File: config.mk
export PLATFORM = sky130hd
export DESIGN_NAME = inst_align
export DESIGN_NICKNAME = d
export VERILOG_FILES = /design/src/rtl/inst_align_pkg.sv /design/src/rtl/inst_align_extract.sv /design/src/rtl/inst_align.sv
export SDC_FILE = /design/constraint.sdc
export NUM_CORES = 1
export LEC_CHECK = 0
export CAP_MARGIN = 20
export CORE_UTILIZATION = 54
export DETAILED_ROUTE_END_ITERATION = 12
export PLACE_DENSITY = 0.93
export SKIP_CTS_REPAIR_TIMING = 1
export SYNTH_ARGS = -nofsm -noshare
export SYNTH_HDL_FRONTEND = slang
export SYNTH_SLANG_ARGS = --single-unit
export TNS_END_PERCENT = 1
File: constraint.sdc
create_clock -name clk_i -period 7.9 [get_ports clk_i]
set_input_delay 0.79 -clock clk_i [delete_from_list [all_inputs] [get_ports clk_i]]
set_output_delay 0.79 -clock clk_i [all_outputs]
set_load 0.005 [all_outputs]
File: src/rtl/inst_align_pkg.sv
// rtl/inst_align_pkg.sv - shared state encodings and opcode helpers for the instruction aligner
package inst_align_pkg;

    typedef enum logic [2:0] {
        S_LOOK  = 3'd0,
        S_WAIT0 = 3'd1,
        S_WAIT1 = 3'd2,
        S_OUT   = 3'd3,
        S_DRAIN = 3'd4
    } state_t;

    localparam logic [1:0] OPC_32 = 2'b11;

    // Only the two low opcode bits of a halfword decide its length.
    function automatic logic is_comp(input logic [1:0] hw);
        return hw != OPC_32;
    endfunction

endpackage

File: src/rtl/inst_align_extract.sv
// rtl/inst_align_extract.sv - combinational instruction selection from word, halfword or spill
module inst_align_extract
    import inst_align_pkg::*;
(
    input  logic [31:0] i_word,
    input  logic [15:0] i_spill,
    input  logic        i_hi,
    input  logic        i_cross,
    output logic [31:0] o_inst,
    output logic        o_com,
    output logic        o_need_next
);

    always_comb begin
        o_inst      = '0;
        o_com       = 1'b0;
        o_need_next = 1'b0;
        if (i_cross) begin
            o_inst = {i_word[15:0], i_spill};
        end else if (!i_hi) begin
            o_com  = is_comp(i_word[1:0]);
            o_inst = o_com ? {16'h0, i_word[15:0]} : i_word;
        end else begin
            // Upper halfword of a 32-bit instruction continues in the next word.
            o_com = is_comp(i_word[17:16]);
            if (o_com) begin
                o_inst = {16'h0, i_word[31:16]};
            end else begin
                o_need_next = 1'b1;
            end
        end
    end

endmodule

File: src/rtl/inst_align.sv
// rtl/inst_align.sv - aligns 16/32-bit instructions from word memory and hands them to decode
module inst_align
    import inst_align_pkg::*;
#(
    parameter int ADDR_W = 32,
    parameter bit BUF_EN = 1'b1
) (
    input  logic              clk_i,
    input  logic              rst_i,
    input  logic [ADDR_W-1:0] fet_pc_i,
    input  logic              flush_i,
    output logic              mem_req_o,
    output logic [ADDR_W-1:0] mem_addr_o,
    input  logic              mem_rvalid_i,
    input  logic [31:0]       mem_rdata_i,
    output logic              ali_valid_o,
    input  logic              dec_ready_i,
    output logic [31:0]       ali_inst_o,
    output logic [ADDR_W-1:0] ali_pc_o,
    output logic              ali_com_o,
    output logic              ali_fet_en_o
);

    state_t            r_state;
    state_t            w_nxt;
    logic              r_buf_vld;
    logic [31:0]       r_buf_word;
    logic [ADDR_W-1:0] r_buf_addr;
    logic [ADDR_W-1:0] r_pc;
    logic [15:0]       r_spill;
    logic              r_drop;
    logic              r_valid;
    logic [31:0]       r_inst;
    logic              r_com;

    logic [ADDR_W-1:0] w_pc;
    logic [ADDR_W-1:0] w_pc_word;
    logic [ADDR_W-1:0] w_next_word;
    logic              w_hit;
    logic              w_outstanding;
    logic [31:0]       w_ext_word;
    logic [31:0]       w_ext_inst;
    logic              w_ext_com;
    logic              w_need_next;
    logic              w_req;
    logic [ADDR_W-1:0] w_addr;
    logic              w_buf_load;
    logic              w_spill_load;
    logic              w_out_load;
    logic              w_unused;

    // Fetch holds its PC until enabled, but r_pc keeps the lookup PC across waits.
    assign w_pc          = (r_state == S_LOOK) ? fet_pc_i : r_pc;
    assign w_pc_word     = {w_pc[ADDR_W-1:2], 2'b00};
    assign w_next_word   = w_pc_word + ADDR_W'(4);
    assign w_hit         = BUF_EN && r_buf_vld && (r_buf_addr == w_pc_word);
    assign w_outstanding = (r_state == S_WAIT0) || (r_state == S_WAIT1);
    assign w_ext_word    = (r_state == S_LOOK) ? r_buf_word : mem_rdata_i;
    assign w_unused      = w_pc[0];

    inst_align_extract u_extract (
        .i_word      (w_ext_word),
        .i_spill     (r_spill),
        .i_hi        (w_pc[1]),
        .i_cross     (r_state == S_WAIT1),
        .o_inst      (w_ext_inst),
        .o_com       (w_ext_com),
        .o_need_next (w_need_next)
    );

    always_ff @(posedge clk_i or posedge rst_i) begin
        if (rst_i) begin
            r_state <= S_LOOK;
        end else begin
            r_state <= w_nxt;
        end
    end

    always_comb begin
        w_nxt = r_state;
        if (flush_i) begin
            if (w_outstanding || r_state == S_DRAIN) begin
                w_nxt = mem_rvalid_i ? S_LOOK : S_DRAIN;
            end else begin
                w_nxt = S_LOOK;
            end
        end else begin
            case (r_state)
                S_LOOK:  w_nxt = !w_hit ? S_WAIT0 : (w_need_next ? S_WAIT1 : S_OUT);
                S_WAIT0: if (mem_rvalid_i) w_nxt = w_need_next ? S_WAIT1 : S_OUT;
                S_WAIT1: if (mem_rvalid_i) w_nxt = S_OUT;
                S_OUT:   if (dec_ready_i) w_nxt = S_LOOK;
                S_DRAIN: if (mem_rvalid_i || !r_drop) w_nxt = S_LOOK;
                default: w_nxt = S_LOOK;
            endcase
        end
    end

    always_comb begin
        w_req        = 1'b0;
        w_addr       = w_next_word;
        w_buf_load   = 1'b0;
        w_spill_load = 1'b0;
        if (!flush_i) begin
            case (r_state)
                S_LOOK: begin
                    if (!w_hit) begin
                        w_req  = 1'b1;
                        w_addr = w_pc_word;
                    end else if (w_need_next) begin
                        w_req        = 1'b1;
                        w_spill_load = 1'b1;
                    end
                end
                S_WAIT0: begin
                    if (mem_rvalid_i) begin
                        w_buf_load = 1'b1;
                        if (w_need_next) begin
                            w_req        = 1'b1;
                            w_spill_load = 1'b1;
                        end
                    end
                end
                S_WAIT1: w_buf_load = mem_rvalid_i;
                default: ;
            endcase
        end
        w_out_load = (w_nxt == S_OUT) && (r_state != S_OUT);
    end

    always_ff @(posedge clk_i or posedge rst_i) begin
        if (rst_i) begin
            r_buf_vld  <= 1'b0;
            r_buf_word <= '0;
            r_buf_addr <= '0;
            r_pc       <= '0;
            r_spill    <= '0;
            r_drop     <= 1'b0;
            r_valid    <= 1'b0;
            r_inst     <= '0;
            r_com      <= 1'b0;
        end else begin
            if (flush_i) begin
                r_buf_vld <= 1'b0;
            end else if (w_buf_load) begin
                r_buf_vld  <= 1'b1;
                r_buf_word <= mem_rdata_i;
                r_buf_addr <= (r_state == S_WAIT0) ? w_pc_word : w_next_word;
            end
            if (r_state == S_LOOK && !flush_i) begin
                r_pc <= fet_pc_i;
            end
            if (w_spill_load) begin
                r_spill <= w_ext_word[31:16];
            end
            if (flush_i && w_outstanding && !mem_rvalid_i) begin
                r_drop <= 1'b1;
            end else if (r_state == S_DRAIN && mem_rvalid_i) begin
                r_drop <= 1'b0;
            end
            if (flush_i) begin
                r_valid <= 1'b0;
            end else if (w_out_load) begin
                r_valid <= 1'b1;
                r_inst  <= w_ext_inst;
                r_com   <= w_ext_com;
            end else if (r_state == S_OUT && dec_ready_i) begin
                r_valid <= 1'b0;
            end
        end
    end

    assign mem_req_o    = w_req & ~rst_i;
    assign mem_addr_o   = (w_req & ~rst_i) ? w_addr : '0;
    assign ali_valid_o  = r_valid;
    assign ali_inst_o   = r_inst;
    assign ali_pc_o     = r_pc;
    assign ali_com_o    = r_com;
    assign ali_fet_en_o = ~rst_i & ((r_valid & dec_ready_i) | flush_i);

endmodule

==> results of run 1 <==
==> cells by family (layout without fill, tap and decap cells) <==
group           count (synthesis)  after routing  synth area share (%)
compound gates                224            224                  15.1
mux                           157            157                  18.4
flops                         149            149                  40.0
xor+xnor                       65             65                  6.18
simple gates                  292            292                  15.7
buf+inv                        98            249                  4.55
other cells                     1              2                0.0402
fa+ha+maj                       1              1                 0.134
==> cells in the mapped netlist, types with 9 or more instances <==
cell,n,area (um2)
dfrtp_1,149,3730
nand2_1,84,315
mux2i_1,78,781
o21ai_0,78,390
nor2_1,71,267
mux2_2,64,721
xnor2_1,42,368
a21oi_1,37,185
clkbuf_1,37,139
inv_1,35,131
nor3_1,25,125
o22ai_1,24,150
xor2_1,22,193
nand3_1,20,100
o221ai_1,16,140
buf_2,15,75.1
nand4_1,15,93.8
o21ai_1,15,75.1
nor4_1,12,75.1
nand2b_1,10,62.6
mux2_1,9,101
nor2b_1,9,56.3
==> through the flow <==
step           cells  hold WS, ns
5_1_grt         1359        0.507
4_1_cts         1357        0.477
6_report        1359        0.473
3_3_place_gp    1325        0.450
3_5_place_dp    1325        0.460
2_1_floorplan    988        0.435
==> worst max-delay path by stage <==
| stage | startpoint | to | slack, ns | cells past startpoint |
|---|---|---|---|---|
| global placement | r_state[1] | mem_addr_o[28] | 2.49 | 9 |
| finish | r_state[1] | mem_addr_o[7] | 1.82 | 10 |
| global route | r_state[1] | mem_addr_o[31] | 1.61 | 10 |
| detailed placement | r_state[1] | mem_addr_o[30] | 2.21 | 9 |
| CTS | r_state[1] | mem_addr_o[30] | 1.72 | 9 |
| floorplan | rst_i | mem_addr_o[11] | 1.74 | 5 |
==> worst reg2reg max path: stages (launching register included) <==
cell and delay (ns):
dfrtp_1 0.75, or3_4 0.79, mux2i_1 0.39, a221o_1 0.45
nor4_1 0.49, and4_1 0.37, and3_1 0.26, o21ai_4 0.06
buf_4 0.30, mux2_1 0.41
==> cell usage in the layout (no fill, tap or decap), types with 22 or more instances in the layout <==
master	netlist	routed
mux2i_1	78	78
nor2_1	71	70
o22ai_1	24	24
clkdlybuf4s50_1	0	166
inv_1	35	34
a21oi_1	37	37
mux2_2	64	64
nand2_1	84	84
xnor2_1	42	42
dfrtp_1	149	149
xor2_1	22	22
o21ai_0	78	78
nor3_1	25	24
==> power breakdown <==
group          leakage [nW]  internal [mW]  total, mW  switching, mW
Clock                 0.284          0.452      0.811          0.359
Sequential             1.83           1.07       1.37          0.299
Combinational          2.88          0.778       1.58          0.797
==> layout make-up <==
type | count | area (um2) | area share (%)
Clock buffer | 19 | 443 | 3.77
Clock inverter | 13 | 135 | 1.15
Inverter | 35 | 136 | 1.16
Multi-Input combinational cell | 741 | 5200 | 44.3
Sequential cell | 149 | 3730 | 31.8
Tap cell | 220 | 275 | 2.34
Timing Repair Buffer | 182 | 1820 | 15.5
==> registers in the layout, summed over array words and instances (netlist names) <==
register and cells:
ali_inst_o 32, ali_pc_o 32, r_buf_word 32, r_buf_addr 30, r_spill 16, r_state 3, ali_com_o 1, ali_valid_o 1
r_buf_vld 1, r_drop 1
==> metal layers <==
layer  vias up  global-route usage, %
li1       3845                      -
met1      4250                   44.4
met2       663                   55.3
met3       116                   6.93
met4         0                   18.7
met5         -                      0
==> impl_metrics.py, run 1 <==
metrics = {
    "synthesis": {
        "synth_edf_count": 0,
        "synth_flop_cell": "dfrtp_1",
        "ys_ff_latch": 149,
        "async_flop_share_pct": 100,
        "ys_warn_count": 0,
        "yosysSeqAreaShare_pct": 40.0,
        "synth_area_um2": 9330,
        "avgSynthCellArea_um2": 9.45,
        "ys_types": 74,
        "syn_inst": 987,
    },
    "setup_path": {
        "crit_slowest_cell": "or3_4",
        "rr_worst_depth": 9,
        "path_cells": "or3_4 -> mux2i_1 -> a221o_1 -> nor4_1 -> and4_1 -> a21oi_2 -> buf_4 -> or4_1 -> a21oi_1 -> clkdlybuf4s50_1",
        "crit_required_ns": 7.11,
        "worstPathMaxFanout": 53,
        "cpPeakStageDelay_ns": 0.79,
        "crit_buf_inv": 2,
        "r2r-end": "ali_inst_o[28]",
        "critical-path-top-delay-family": "simple AND/OR/NAND/NOR gates",
        "critPathKind": "register to primary output",
        "start_kind": "register",
        "r2r_setup_slack_ns": 3.49,
        "arrival_ns": 5.29,
        "r2r-start": "r_state[1]",
        "end_kind": "primary output",
    },
    "clock_tree": {
        "cts_made_buffers": 17,
        "cts.htree.levels": 4,
        "cts.clk_slew.worst_paths_ns": 0.07,
        "cts_root_buf": "clkbuf_16",
        "clkLatencyLatePin_ns": 0.44,
        "cts_tree": "built",
        "cts_sinks": 149,
        "clk_path_buf_depth": 2,
    },
    "layout": {
        "drive_gt1_share_pct": 12.3,
        "finish.utilization_pct": 70.3,
        "nFillCells": 1240,
        "fin_nets": 1196,
        "diodes": 0,
        "syn_to_final_growth_pct": 25.9,
        "design_area_um2": 11700,
    },
    "sta": {
        "fin_crit_ns": 6.08,
        "timing.final.crit_share_pct": 76.9,
        "hold_violations": 0,
        "tns_ns": 0,
        "fmax_mhz": 165,
        "setup_slack_ns": 1.82,
        "worst_slew_pin_slew_ns": 1.01,
        "rsz0062_at_grt": "false",
        "relSlewSlack_pct": 32.6,
        "finalMaxSlewViolations": 0,
        "finalClockSkew_ns": 0.0111,
        "setup_viol": 0,
    },
    "routing": {
        "drtPass1Iterations": 6,
        "drt-initial-drc-count": 974,
        "via_per_inst": 6.53,
        "drc": 0,
        "wl_met2_um": 14300,
        "drt-total-wl_um": 30400,
        "ant_nets": 0,
        "detail_route.wl_per_cell_um": 22.4,
        "wl_met3_um": 3110,
        "vias": 8874,
        "top_layer_used": "met4",
        "wl_met1_um": 11600,
    },
    "place": {
        "place.gp.congestion": 0.954,
        "port_buffers": 166,
        "post_dp_cell_area_um2": 11100,
        "dp_hpwl_um": 20300,
        "pre_cts_slack_ns": 2.21,
    },
    "floorplanning": {
        "rows": 47,
        "io_pins": 169,
        "die_area_um2": 17800,
        "die_y_um": 133,
        "core_um2": 16700,
        "start_util_pct": 55.9,
        "die_x_um": 133,
    },
    "global_routing": {
        "grt_pass1_wl_um": 47300,
        "antenna_found_initial": 0,
        "grt_use_total_pct": 34.7,
        "grt_max_degree": 93,
        "grt_overflow": 0,
        "grt_pass1_vias": 8655,
    },
    "power_and_ir_drop": {
        "power_density_nw_per_um2": 320,
        "power_mw": 3.75,
        "max-vdd-ir-drop_uv": 217,
        "p_leak_nw": 4.99,
    },
    "hold_path": {
        "hold_class": "register to register",
        "min_to": "r_spill[0]",
        "hold_path_depth": 1,
        "hold_start": "r_spill[0]",
    },
    "outcome": {
        "status": "complete, no violations",
    },
    "job": {
        "maxCapViolCount": 0,
    },
}
No activity file was read; power rests on OpenSTA's default activity.
==> run 2: changes to the inputs <==
Clock period 7.9 ns to 6.3 ns, I/O delays scaled along.
==> impl_metrics.py, run 2 (synthesis results as in run 1) <==
metrics = {
    "outcome": {
        "status": "complete, no violations",
    },
    "layout": {
        "multi_input_area_um2": 5200,
        "regArea_um2": 3730,
        "final_common_cell": "clkdlybuf4s50_1",
        "layout_common_cells": "166 x clkdlybuf4s50_1, 149 x dfrtp_1, 84 x nand2_1, 78 x mux2i_1, 78 x o21ai_0",
        "syn_to_final_growth_pct": 26.0,
        "diodes": 0,
        "fin_nets": 1200,
        "nFillCells": 1210,
        "drive_gt1_share_pct": 12.5,
    },
    "sta": {
        "setup_viol": 0,
        "timing.final.crit_share_pct": 90.6,
        "finalMaxSlewViolations": 0,
        "fin_crit_ns": 5.71,
        "setup_slack_ns": 0.590,
        "tns_ns": 0,
        "finalClockSkew_ns": 0.00972,
        "rsz0062_at_grt": "false",
        "hold_violations": 0,
        "relSlewSlack_pct": 40.9,
        "fmax_mhz": 175,
        "worst_slew_pin_slew_ns": 0.879,
    },
    "clock_tree": {
        "cts_tree": "built",
        "clk_path_buf_depth": 2,
        "cts.htree.levels": 4,
        "cts.clk_slew.worst_paths_ns": 0.07,
        "clkLatencyLatePin_ns": 0.43,
        "cts_made_buffers": 17,
        "cts_root_buf": "clkbuf_16",
        "cts_sinks": 149,
    },
    "setup_path": {
        "worstPathMaxFanout": 44,
        "arrival_ns": 5.08,
        "end_kind": "primary output",
        "critPathKind": "register to primary output",
        "start_kind": "register",
        "crit_required_ns": 5.67,
    },
    "floorplanning": {
        "rows": 47,
        "io_pins": 169,
        "die_area_um2": 17800,
        "start_util_pct": 55.9,
        "core_um2": 16700,
        "die_y_um": 133,
        "die_x_um": 133,
    },
    "power_and_ir_drop": {
        "max-vdd-ir-drop_uv": 224,
        "p_leak_nw": 5.00,
        "power_density_nw_per_um2": 404,
    },
    "routing": {
        "vias": 8909,
        "via_per_inst": 6.54,
        "drt-initial-drc-count": 997,
        "drtPass1Iterations": 6,
        "drt-total-wl_um": 30800,
        "detail_route.wl_per_cell_um": 22.6,
        "ant_nets": 0,
        "drc": 0,
    },
    "job": {
        "maxCapViolCount": 0,
    },
    "global_routing": {
        "grt_pass1_vias": 8631,
        "grt_overflow": 0,
        "grt_max_degree": 62,
        "grt_pass1_wl_um": 48500,
        "antenna_found_initial": 1,
        "grt_use_total_pct": 35.3,
    },
    "place": {
        "dp_hpwl_um": 20900,
        "place.gp.congestion": 0.965,
        "port_buffers": 166,
        "pre_cts_slack_ns": 1.17,
    },
    "hold_path": {
        "hold_class": "register to register",
    },
}
==> run 2: report_power, final <==
part	switching, mW	internal, mW
Combinational	1.00	0.975
Clock	0.456	0.599
Sequential	0.377	1.34
Total	1.83	2.91
==> run 2: layout make-up <==
cell class	instances	share of cell area, %
Inverter	35	1.16
Timing Repair Buffer	186	15.4
Tap cell	220	2.34
Multi-Input combinational cell	741	44.3
Clock buffer	19	3.68
Sequential cell	149	31.7
Clock inverter	13	1.37
==> run 2: metrics by stage <==
stage          hold slack [ns]  cells  cell area [um2]  total power, mW  util, %
2_1_floorplan            0.435    988             9330             2.77        -
3_3_place_gp             0.449   1331            11200             3.54     66.8
3_5_place_dp             0.453   1331            11200             3.62     66.8
4_1_cts                  0.472   1363            11700             4.70     70.3
5_1_grt                  0.494   1363            11700             4.98     70.3
6_report                 0.472   1363            11700             4.75     70.3
==> run 2: critical path, cell delays in order, from the launching register on <==
cell,delay (ns)
dfrtp_1,0.78
or3_4,0.66
buf_4,0.43
mux2i_2,0.43
xor2_1,0.21
nand4_1,0.17
or4_4,0.49
o21ai_4,0.16
buf_4,0.37
nand4b_1,0.15
a21oi_1,0.23
clkdlybuf4s50_1,0.55
==> run 2: layer usage <==
metal | vias up | routed length, um | track usage, % | part of all wire (%)
met5 | - | 0 | 0 | 0
met4 | 0 | 1210 | 16.3 | 3.9
li1 | 3860 | - | - | -
met3 | 119 | 3060 | 6.77 | 9.9
met2 | 620 | 14400 | 56.1 | 47
met1 | 4310 | 12100 | 46.7 | 39
==> run 2: worst paths after layout <==
kind	start	end	slack, ns	cells after the start
worst max-delay path	r_state[2]	mem_addr_o[24]	0.59	11
worst min-delay path	r_spill[1]	r_spill[1]	0.47	1
worst max register to register	r_state[2]	r_spill[3]	2.00	10
worst min register to register	r_spill[1]	r_spill[1]	0.47	1
max in group asynchronous	rst_i	r_buf_word[21]	3.36	4
min in group asynchronous	rst_i	ali_pc_o[7]	1.15	2
